File: src/rtl/buffer_drain_ctr.sv
// Line-buffer priming / drain controller.
// Counts samples into an external line buffer (FILL), passes samples through
// once the buffer is primed (STREAM), and after the last sample of a frame
// flushes the remaining buffer contents (DRAIN). Requires DEPTH <= 2^CW - 1.
module buffer_drain_ctr #(
   parameter int DEPTH = 78,
   parameter int CW    = 7
) (
   input  logic clk,
   input  logic rst,
   input  logic clear,
   input  logic i_valid,
   input  logic i_last,
   output logic o_ready,
   input  logic i_ready,
   output logic o_valid,
   output logic o_last,
   output logic o_shift,
   output logic o_busy
);

   typedef enum logic [1:0] {
      FILL   = 2'd0,
      STREAM = 2'd1,
      DRAIN  = 2'd2
   } state_t;

   localparam logic [CW-1:0] DEPTH_C = CW'(DEPTH);
   localparam logic [CW-1:0] ONE_C   = CW'(1);

   state_t        state;
   logic [CW-1:0] cnt;

   // Frame logic is live only when out of reset and not being aborted.
   logic active;
   logic accept;
   logic xfer;

   assign active = rst & ~clear;
   assign accept = i_valid & o_ready;
   assign xfer   = o_valid & i_ready;

   // Handshake and shift strobes, decoded from state and squashed by reset/clear.
   always_comb begin
      // NOTE: every output gets a default before the case so no path leaves
      // a signal unassigned, which would otherwise infer a latch.
      o_ready = 1'b0;
      o_valid = 1'b0;
      o_last  = 1'b0;
      o_shift = 1'b0;
      if (active) begin
         case (state)
            FILL: begin
               o_ready = 1'b1;
               o_shift = i_valid;
            end
            STREAM: begin
               // Input and output move together, so ready/valid pass straight through.
               o_ready = i_ready;
               o_valid = i_valid;
               o_shift = i_valid & i_ready;
            end
            DRAIN: begin
               o_valid = 1'b1;
               o_last  = (cnt == ONE_C);
               o_shift = i_ready;
            end
            default: ;
         endcase
      end
   end

   // State and occupancy counter; reset and clear both abandon the frame.
   always_ff @(posedge clk) begin
      // NOTE: sequential state uses non-blocking assignments so every register
      // samples pre-edge values regardless of statement order.
      if (!rst || clear) begin
         state <= FILL;
         cnt   <= '0;
      end else begin
         case (state)
            FILL: begin
               if (accept) begin
                  cnt <= cnt + ONE_C;
                  if (i_last) begin
                     // Short frame: drain exactly what has been buffered so far.
                     state <= DRAIN;
                  end else if (cnt == DEPTH_C - ONE_C) begin
                     state <= STREAM;
                  end
               end
            end
            STREAM: begin
               // cnt stays at DEPTH; the last sample's own transfer precedes the flush.
               if (xfer && i_last) begin
                  state <= DRAIN;
                  cnt   <= DEPTH_C;
               end
            end
            DRAIN: begin
               if (xfer) begin
                  if (cnt == ONE_C) begin
                     state <= FILL;
                     cnt   <= '0;
                  end else begin
                     cnt <= cnt - ONE_C;
                  end
               end
            end
            default: begin
               state <= FILL;
               cnt   <= '0;
            end
         endcase
      end
   end

   assign o_busy = (cnt != '0) | (state == DRAIN);

endmodule
File: config.mk
export PLATFORM = sky130hd
export DESIGN_NAME = buffer_drain_ctr
export DESIGN_NICKNAME = d
export VERILOG_FILES = /design/src/rtl/buffer_drain_ctr.sv
export SDC_FILE = /design/constraint.sdc
export NUM_CORES = 1
export LEC_CHECK = 0
export ABC_AREA = 1
export CAP_MARGIN = 20
export CORE_MARGIN = 5
export CORE_UTILIZATION = 25
export CTS_CLUSTER_DIAMETER = 200
export DETAILED_ROUTE_END_ITERATION = 10
export HOLD_SLACK_MARGIN = 0.02
export PLACE_DENSITY = 0.39
export SYNTH_ARGS = -nofsm -noshare
export SYNTH_HDL_FRONTEND = slang
export SYNTH_SLANG_ARGS = --single-unit
File: constraint.sdc
create_clock -name clk -period 2.05 [get_ports clk]
set_input_delay 0.41 -clock clk [delete_from_list [all_inputs] [get_ports clk]]
set_output_delay 0.41 -clock clk [all_outputs]
set_load 0.03 [all_outputs]
==> results of run 1 <==
cell type report:
type	count	area share
sequential	9	0.162
timing repair buffer	13	0.0988
tap	48	0.0539
multi-input combinational	118	0.585
inverter	18	0.0606
clock buffer	4	0.0404
cells by family (layout without fill, tap and decap cells):
group / Yosys count / count (layout) / synth area share
and+or+nand+nor: 85 / 85 / 0.453
buffers and inverters: 22 / 35 / 0.107
xor gates and xnor gates: 1 / 1 / 0.00947
adders and majority gates: 7 / 7 / 0.0947
DFF: 9 / 9 / 0.195
AOI/OAI and AO/OA: 25 / 25 / 0.141
synthesized netlist by cell type, drive strengths merged:
cell type	number	share of area
clkbuf	1	0.0041
ha	7	0.095
o211ai	2	0.016
a21oi	15	0.081
nor3	1	0.0054
buf	3	0.030
nor4	1	0.0068
xor2	1	0.0095
nor2	17	0.12
nand4	3	0.020
o21ai	8	0.043
inv	17	0.069
nand3	17	0.092
dfxtp	9	0.19
clkinv	1	0.0041
nand2	46	0.21
cells in the final DEF, fill, tap and decap left out:
cell and instances:
nand2_1 42, nand3_1 17, inv_1 15, a21oi_1 15
nor2_1 10, dfxtp_1 9, buf_4 8, o21ai_0 7
ha_1 7, nor2_4 6, clkdlybuf4s50_1 5, nand4_1 3
clkbuf_8 3, inv_2 2, o211ai_1 2, nand2_4 2
nand2_2 2, nor2_2 1, nor3_1 1, nor4_2 1
xor2_1 1, clkinv_1 1, o21ai_1 1, clkbuf_1 1
sequential cells by signal, summed over array words and instances, names as in the netlist:
| register | cells |
|---|---|
| cnt | 7 |
| state | 2 |
worst max path at each step:
stage / end / slack (ns) / depth (start not counted)
CTS: o_ready / 0.09 / 7
global route: o_ready / 0.0001 / 7
detailed placement: o_ready / 0.1 / 7
finish: o_shift / 0.07 / 6
global placement: o_last / 0.11 / 6
floorplan: o_shift / 0.23 / 6
power groups by stage:
stage | Clock (µW) | Sequential (µW) | Combinational (µW)
2_1_floorplan | 0 | 181 | 47.1
3_3_place_gp | 0 | 182 | 77.5
3_5_place_dp | 0 | 182 | 76.7
4_1_cts | 208 | 179 | 77.1
5_1_grt | 222 | 179 | 85.4
6_report | 200 | 179 | 77.3
timing repair:
| action | CTS | global route |
|---|---|---|
| hold endpoints to repair | 0 | 0 |
| gates resized for setup | 0 | 1 |
| buffers inserted | 0 | 0 |
| endpoints found under the setup margin | 0 | 1 |
worst reg2reg max path: stages, from the launching register on:
cell	delay (ns)
dfxtp_1	0.33
inv_1	0.09
ha_1	0.37
inv_1	0.18
a21oi_1	0.14
o21ai_0	0.09
nand3_1	0.11
nand2_1	0.06
a21oi_1	0.13
layer usage:
layer	share of wire	up-vias
li1	-	510
met1	0.47	437
met2	0.48	23
met3	0.046	2
met4	0.0051	0
met5	0	-
per-stage QoR:
step / utilization / cells
after detailed placement: 0.294 / 206
after floorplan: - / 149
after global routing: 0.307 / 210
final: 0.307 / 210
after global placement: 0.294 / 206
after CTS: 0.307 / 210
==> impl_results.md, run 1 <==
- Hold Crit Depth: 2
- Type of origin of the critical path: primary input
- Skew final: 0.00246 ns
- Hold Fails Final Rpt: 0
- Grt ovf: 0
- FF-to-FF setup slack: 0.47 ns
- Number of synthesized register bits: 9
- Met2 Use GR: 0.166
- Residual DRC count: 0
- Count of cell types in the netlist: 23
- DP HPWL: between 1500 and 2000 µm
- # hold bufs at CTS: 0
- Fin nets: ~180
- Clk sinks: 9
- H-Tree Depth: 1
- Root buffer cell: clkbuf_8
- Cell class contributing the biggest share of worst-path delay: buffers and inverters
- I/O pin count: 11
- DR pass1 iterations: 4
- Leakage power: approximately 0.00047 µW
- Worst slew pin tran: roughly 0.36 ns
- Crit. End Element: output port
- Overall global routing resource usage: 0.0994
- Mapped Area: 925 µm²
- GPL Wtd Cong: 0.848
- Largest net degree at the start of global routing: 11
- Global-route wire length before repair: 4060 µm
- Switching Share: 0.247
- Combinational Power Share: 0.169
- Worst R2R Start: state[0]$_SDFFE_PN0P_
- Mapped Cells: 149
- Slew Limit Fails: 0
- Antenna Nets Post-Route: 0
- GR peak layer: met2
- Dpl ws: 0.0959 ns
- Worst path slowest cell: clkdlybuf4s50_1
- Post-layout minimum cycle time: 1.98 ns
- Worst skew pair latency: 0.23 ns
- Cell Area, Placed: 0.00107 mm²
- Slew margin rel.: 0.761
- Post-route setup slack: 0.0667 ns
- WHS Endpoint: state[0]$_SDFFE_PN0P_
- Placeable Area: roughly 0.0036 mm²
- Max Cap Viol: 0
- Hold Slack: 0.503 ns
- Crit Path Class: primary input to output port
- F_max: 0.504 GHz
- CTS Buf Count: 3
- Drt wl/cell: 11.3 µm
- WP data arrival: 1.57 ns
- Multi-input logic area: 652 µm²
- Sequential Area: between 150 and 200 µm²
- WL final: 2370 µm
- Setup tns final: 0 ns
- M1 GR Usage: 0.127
- Clock network power share: 0.439
- Worst vdd ir: 0.000246 V
- Cell Rows: 22
- ANT cells: 0
- Fill cells: 412
- Net Sw Power: 113 µW
- CTS Buffer Depth: 2
- Initial drt markers: 45
- Layout cell share with drive strength beyond 1: 0.154
- Worst Hold Class: flop to flop
- CP Cell Sequence: clkdlybuf4s50_1, nand3_1, nand2_1, a21oi_1, nor3_1, buf_4
- Die width: roughly 71 µm
- RR Endpoint: cnt[2]$_SDFFE_PN0P_
- Vias: 972
- Via/cell ratio: about 4.6
- Total number of yosys warnings: 0
- Slowest stage delay, CP: 0.54 ns
- Final setup viols: 0
- Reg clk slew, reported paths: 0.04 ns
- Syn avg cell area: 6.21 µm²
- Area grow syn2layout: 20.6%
- Design Area, Final: 0.00111 mm²
- Vias in the first global route: 920
- Hold Startpoint: state[0]$_SDFFE_PN0P_
- Fin crit share: 0.967
- DIE HEIGHT: 70.8 µm
- Unrepaired setup endpoints after global routing: no
- Met3 Use GR: 0.0227
- Overall power: 456 µW
- Worst EP required: 1.64 ns
- Power density over the cells: ~410 mW/mm²
- Critical Path Start: i_valid
- Port bufs: 10
- CP bufs+invs: 2
- TritonCTS clock tree: yes
- FF-to-FF path depth: 8
- Internal power: ~340 µW
- Share of power burned in registers: 0.392
- Syn_nets: 162
- Die area: approximately 0.005 mm²
- Status: completed
- Initial core utilization: 0.254
- Seq/Total Area, Yosys: 0.195
- Initial antenna violation count: 0
- Crit Path Max Fanout: 4
No activity file was read; power rests on OpenSTA's default activity.
==> run 2, diff against run 1 <==
CAP_MARGIN = 40   (was 20)
MAX_ROUTING_LAYER = met4   (was not set)
SKIP_LAST_GASP = 1   (was not set)
==> impl_results.md, run 2 (synthesis gave the netlist of run 1 again) <==
- Worst Hold Class: flop to flop
- Area grow syn2layout: 20.6%
- Cell Rows: 22
- Crit Path Class: primary input to output port
- Overall global routing resource usage: 0.102
- Layout cell share with drive strength beyond 1: 0.154
- Multi-input logic area: 652 µm²
- Vias in the first global route: 917
- WP data arrival: 1.59 ns
- WL final: 2390 µm
- Slew Limit Fails: 0
- Worst R2R Start: state[0]$_SDFFE_PN0P_
- ANT cells: 0
- Clk sinks: 9
- TritonCTS clock tree: yes
- Dpl cells: 206
- FF-to-FF path depth: 8
- Setup tns final: 0 ns
- Grt ovf: 0
- Skew final: 0.00261 ns
- Max Cap Viol: 0
- Initial antenna violation count: 0
- Reg clk slew, reported paths: 0.04 ns
- Leakage power: approximately 0.00047 µW
- Power density over the cells: 410 mW/mm²
- Final setup viols: 0
- Critical Path Start: i_valid
- Largest registers: cnt: 7 flops, state: 2 flops
- Vias: 985
- Slew margin rel.: 0.761
- DR pass1 iterations: 4
- DP HPWL: 1940 µm
- Dpl ws: 0.0959 ns
- Die width: ~71 µm
- Initial core utilization: 0.254
- F_max: 0.500 GHz
- I/O pin count: 11
- Type of origin of the critical path: primary input
- Worst skew pair latency: 0.23 ns
- Worst slew pin tran: 0.358 ns
- DIE HEIGHT: 70.8 µm
- Residual DRC count: 0
- Root buffer cell: clkbuf_8
- Unrepaired setup endpoints after global routing: no
- Post-route setup slack: 0.0483 ns
- Global-route wire length before repair: 4060 µm
- Post-CTS setup buffers: 0
- Antenna Nets Post-Route: 0
- Fin crit share: 0.976
- Port bufs: 10
- Most flops, register: cnt
- GPL Wtd Cong: between 0.8 and 0.9
- Crit. End Element: output port
- Post-Layout Cell Count: 210
- Most frequent cells in the layout: nand2_1, nand3_1, inv_1, a21oi_1, nor2_1
- Drt wl/cell: 11.4 µm
- Sequential Area: between 150 and 200 µm²
- Hold Slack: 0.504 ns
- Crit path capture: o_shift
- Crit Path Max Fanout: 4
- CTS Buf Count: 3
- Via/cell ratio: 4.69
- Status: completed
- Hold Fails Final Rpt: 0
- Fill cells: ~400
- Die area: roughly 0.0050 mm²
- RR Endpoint: cnt[2]$_SDFFE_PN0P_
- H-Tree Depth: 1
- Max reg flops: 7
- Fin nets: 176
- FF-to-FF setup slack: roughly 0.47 ns
- Largest net degree at the start of global routing: 11
- Worst EP required: 1.64 ns
- CTS Buffer Depth: 2
- Worst vdd ir: 0.000246 V
- Initial drt markers: 62
- Commonest non-fill, non-tap cell in the layout: nand2_1
- Post-layout minimum cycle time: 2.00 ns
- Placeable Area: 0.00363 mm²
## run 2: cell counts in the layout (fill, tap and decap cells not counted)
Identical to the previous run, type by type.
## run 2: critical path, cell delays in order
cell	delay, ns
clkdlybuf4s50_1	0.53
nand3_1	0.09
nand2_1	0.09
a21oi_1	0.05
nor3_1	0.21
buf_4	0.21
## run 2: per-stage QoR
stage	utilization	cell area [µm²]	total power [µW]
final	0.307	1110	457
after global routing	0.307	1110	486
after CTS	0.307	1110	464
after detailed placement	0.294	1070	259
after global placement	0.294	1070	259
after floorplan	-	931	228
## run 2: worst min-delay path by stage
stage	depth (start not counted)	from	slack, ns	endpoint
after global routing	2	state[1]$_SDFFE_PN0P_	0.54	state[1]$_SDFFE_PN0P_
final	2	state[0]$_SDFFE_PN0P_	0.50	state[0]$_SDFFE_PN0P_
after detailed placement	2	state[1]$_SDFFE_PN0P_	0.50	state[1]$_SDFFE_PN0P_
after floorplan	2	state[1]$_SDFFE_PN0P_	0.47	state[1]$_SDFFE_PN0P_
after CTS	2	state[1]$_SDFFE_PN0P_	0.51	state[1]$_SDFFE_PN0P_
after global placement	2	state[1]$_SDFFE_PN0P_	0.50	state[1]$_SDFFE_PN0P_
## run 2: what timing repair did
action / in CTS / in global routing
gates resized for setup: 0 / 1
hold buffers: 0 / 0
setup endpoints to repair: 0 / 1
## run 2: cell type report
type | count | area share
timing repair buffer | 13 | 0.0988
tap | 48 | 0.0539
multi-input combinational | 118 | 0.585
clock buffer | 4 | 0.0404
sequential | 9 | 0.162
inverter | 18 | 0.0606
## run 2: metal layers
metal	up-vias	track usage	wire length [µm]
met3	2	0.0227	145
met4	0	0.0313	12
met1	442	0.127	1080
met2	31	0.166	1140
li1	510	-	-
met5	-	-	0
## run 2: report_power, final
group | internal, µW | switching [µW]
logic | 31.4 | 45.9
registers | 177 | 1.75
clock network | 135 | 65.7
==> run 3, diff against run 2 <==
CORE_ASPECT_RATIO = 1.75   (was not set)
CORE_MARGIN = not set   (was 5)
==> impl_results.md, run 3 (synthesis gave the netlist of run 1 again) <==
- Status: completed
- Clk sinks: 9
- F_max: 0.513 GHz
- Setup tns final: 0 ns
- Largest net degree at the start of global routing: 9
- Crit Path Class: primary input to output port
- Worst vdd ir: 0.000272 V
- Largest registers: cnt: 7 flops, state: 2 flops
- Crit path capture: o_last
- Placeable Area: 0.00347 mm²
- FF-to-FF path depth: 7
- WP data arrival: 1.54 ns
- Port bufs: 10
- Max reg flops: 7
- TritonCTS clock tree: yes
- Type of origin of the critical path: primary input
- FF-to-FF setup slack: 0.44 ns
- Die area: 0.00396 mm²
- GR peak layer: met2
- CP Cell Sequence: clkdlybuf4s50_1, inv_1, nor2_2, inv_1, nor4_2, buf_4
- Vias in the first global route: 927
- CTS Buf Count: 3
- Area grow syn2layout: 21.0%
- H-Tree Depth: 1
- DP HPWL: 2140 µm
- Slew margin rel.: 0.765
- Skew final: 0.00583 ns
- Antenna Nets Post-Route: 0
- Leakage power: approximately 0.00047 µW
- Slew Limit Fails: 0
- Most frequent cells in the layout: nand2_1, nand3_1, inv_1, a21oi_1, nor2_1
- Grt ovf: 0
- Drt wl/cell: 12.3 µm
- Fill cells: 400
- Post-CTS setup buffers: 0
- CP bufs+invs: 4
- RR Endpoint: state[1]$_SDFFE_PN0P_
- DR pass1 iterations: 4
- Initial core utilization: 0.267
- Die width: approximately 48 µm
- Cell class contributing the biggest share of worst-path delay: buffers and inverters
- Worst skew pair latency: 0.24 ns
- Met2 Use GR: 0.274
- GPL Wtd Cong: 0.792
- # hold bufs at CTS: 0
- Fin crit share: 0.951
- Final setup viols: 0
- Worst slew pin tran: 0.353 ns
- WL final: 2570 µm
- Worst R2R Start: state[0]$_SDFFE_PN0P_
- Crit. End Element: output port
- Commonest non-fill, non-tap cell in the layout: nand2_1
- Met3 Use GR: 0.0239
- CP dominant cell by count: inv_1
- Root buffer cell: clkbuf_8
- Power density over the cells: 417 mW/mm²
- Vias: 992
- Initial antenna violation count: 0
- Global-route wire length before repair: 4200 µm
- Post-CTS sizing: 0
- Overall global routing resource usage: 0.157
- CTS Buffer Depth: 2
- Post-layout minimum cycle time: 1.95 ns
- Via/cell ratio: 4.77
- Worst Hold Class: flop to flop
- Worst path slowest cell: clkdlybuf4s50_1
- M1 GR Usage: 0.156
- Crit Path Max Fanout: 5
- Hold Fails Final Rpt: 0
- Most flops, register: cnt
- Cell Rows: 28
- Multi-input logic area: 652 µm²
- Critical Path Start: rst
- DIE HEIGHT: ~82 µm
- Fin nets: about 180
- Slowest stage delay, CP: 0.45 ns
- Residual DRC count: 0
- Initial drt markers: 18
- Unrepaired setup endpoints after global routing: no
- Worst EP required: 1.64 ns
- Layout cell share with drive strength beyond 1: 0.153
- I/O pin count: 11
- Final core utilization: 0.323
- Max Cap Viol: 0
- Sequential Area: about 180 µm²
- Reg clk slew, reported paths: 0.04 ns
- Levels on crit path: 6
- ANT cells: 0
==> run 3: metal layers <==
layer | wire (µm) | vias up | part of all wire
li1 | - | 514 | -
met1 | 984 | 441 | 0.38
met2 | 1380 | 26 | 0.54
met3 | 82 | 11 | 0.032
met4 | 118 | 0 | 0.046
met5 | 0 | - | 0
==> run 3: worst min path at each step <==
stage | startpoint | to | slack (ns) | cells past startpoint
2_1_floorplan | state[1]$_SDFFE_PN0P_ | state[1]$_SDFFE_PN0P_ | 0.47 | 2
3_3_place_gp | state[1]$_SDFFE_PN0P_ | state[1]$_SDFFE_PN0P_ | 0.50 | 2
3_5_place_dp | state[0]$_SDFFE_PN0P_ | state[0]$_SDFFE_PN0P_ | 0.51 | 2
4_1_cts | state[0]$_SDFFE_PN0P_ | state[0]$_SDFFE_PN0P_ | 0.52 | 2
5_1_grt | state[0]$_SDFFE_PN0P_ | state[0]$_SDFFE_PN0P_ | 0.53 | 2
6_report | state[0]$_SDFFE_PN0P_ | state[0]$_SDFFE_PN0P_ | 0.51 | 2
==> run 3: final cells by class <==
class | count | area share
sequential | 9 | 0.161
timing repair buffer | 14 | 0.105
multi-input combinational | 118 | 0.583
tap | 45 | 0.0503
clock buffer | 4 | 0.0403
inverter | 18 | 0.0604
==> run 3: stage by stage <==
step,total power [µW],cells,instance area [µm²],worst slack (ns),hold WS [ns]
5_1_grt,486,208,1120,0.00547,0.534
4_1_cts,472,208,1120,0.0780,0.516
6_report,467,208,1120,0.101,0.505
3_5_place_dp,259,204,1070,0.0884,0.509
2_1_floorplan,228,149,931,0.234,0.472
3_3_place_gp,259,204,1070,0.106,0.502
==> run 3: power by group <==
part           internal (µW)  switching, µW  leakage (µW)
combinational           31.6           45.1      0.000375
clock                    136           75.2     0.0000228
sequential               177           1.88     0.0000725
total                    344            122      0.000471
==> run 3: worst reg2reg max path, delay by kind of cell (launching register included) <==
| family | cells | cell delay (ns) |
|---|---|---|
| buffers and inverters | 2 | 0.23 |
| AOI/OAI and AO/OA | 2 | 0.44 |
| and+or+nand+nor | 2 | 0.24 |
| DFF | 1 | 0.37 |
| adders and majority gates | 1 | 0.25 |
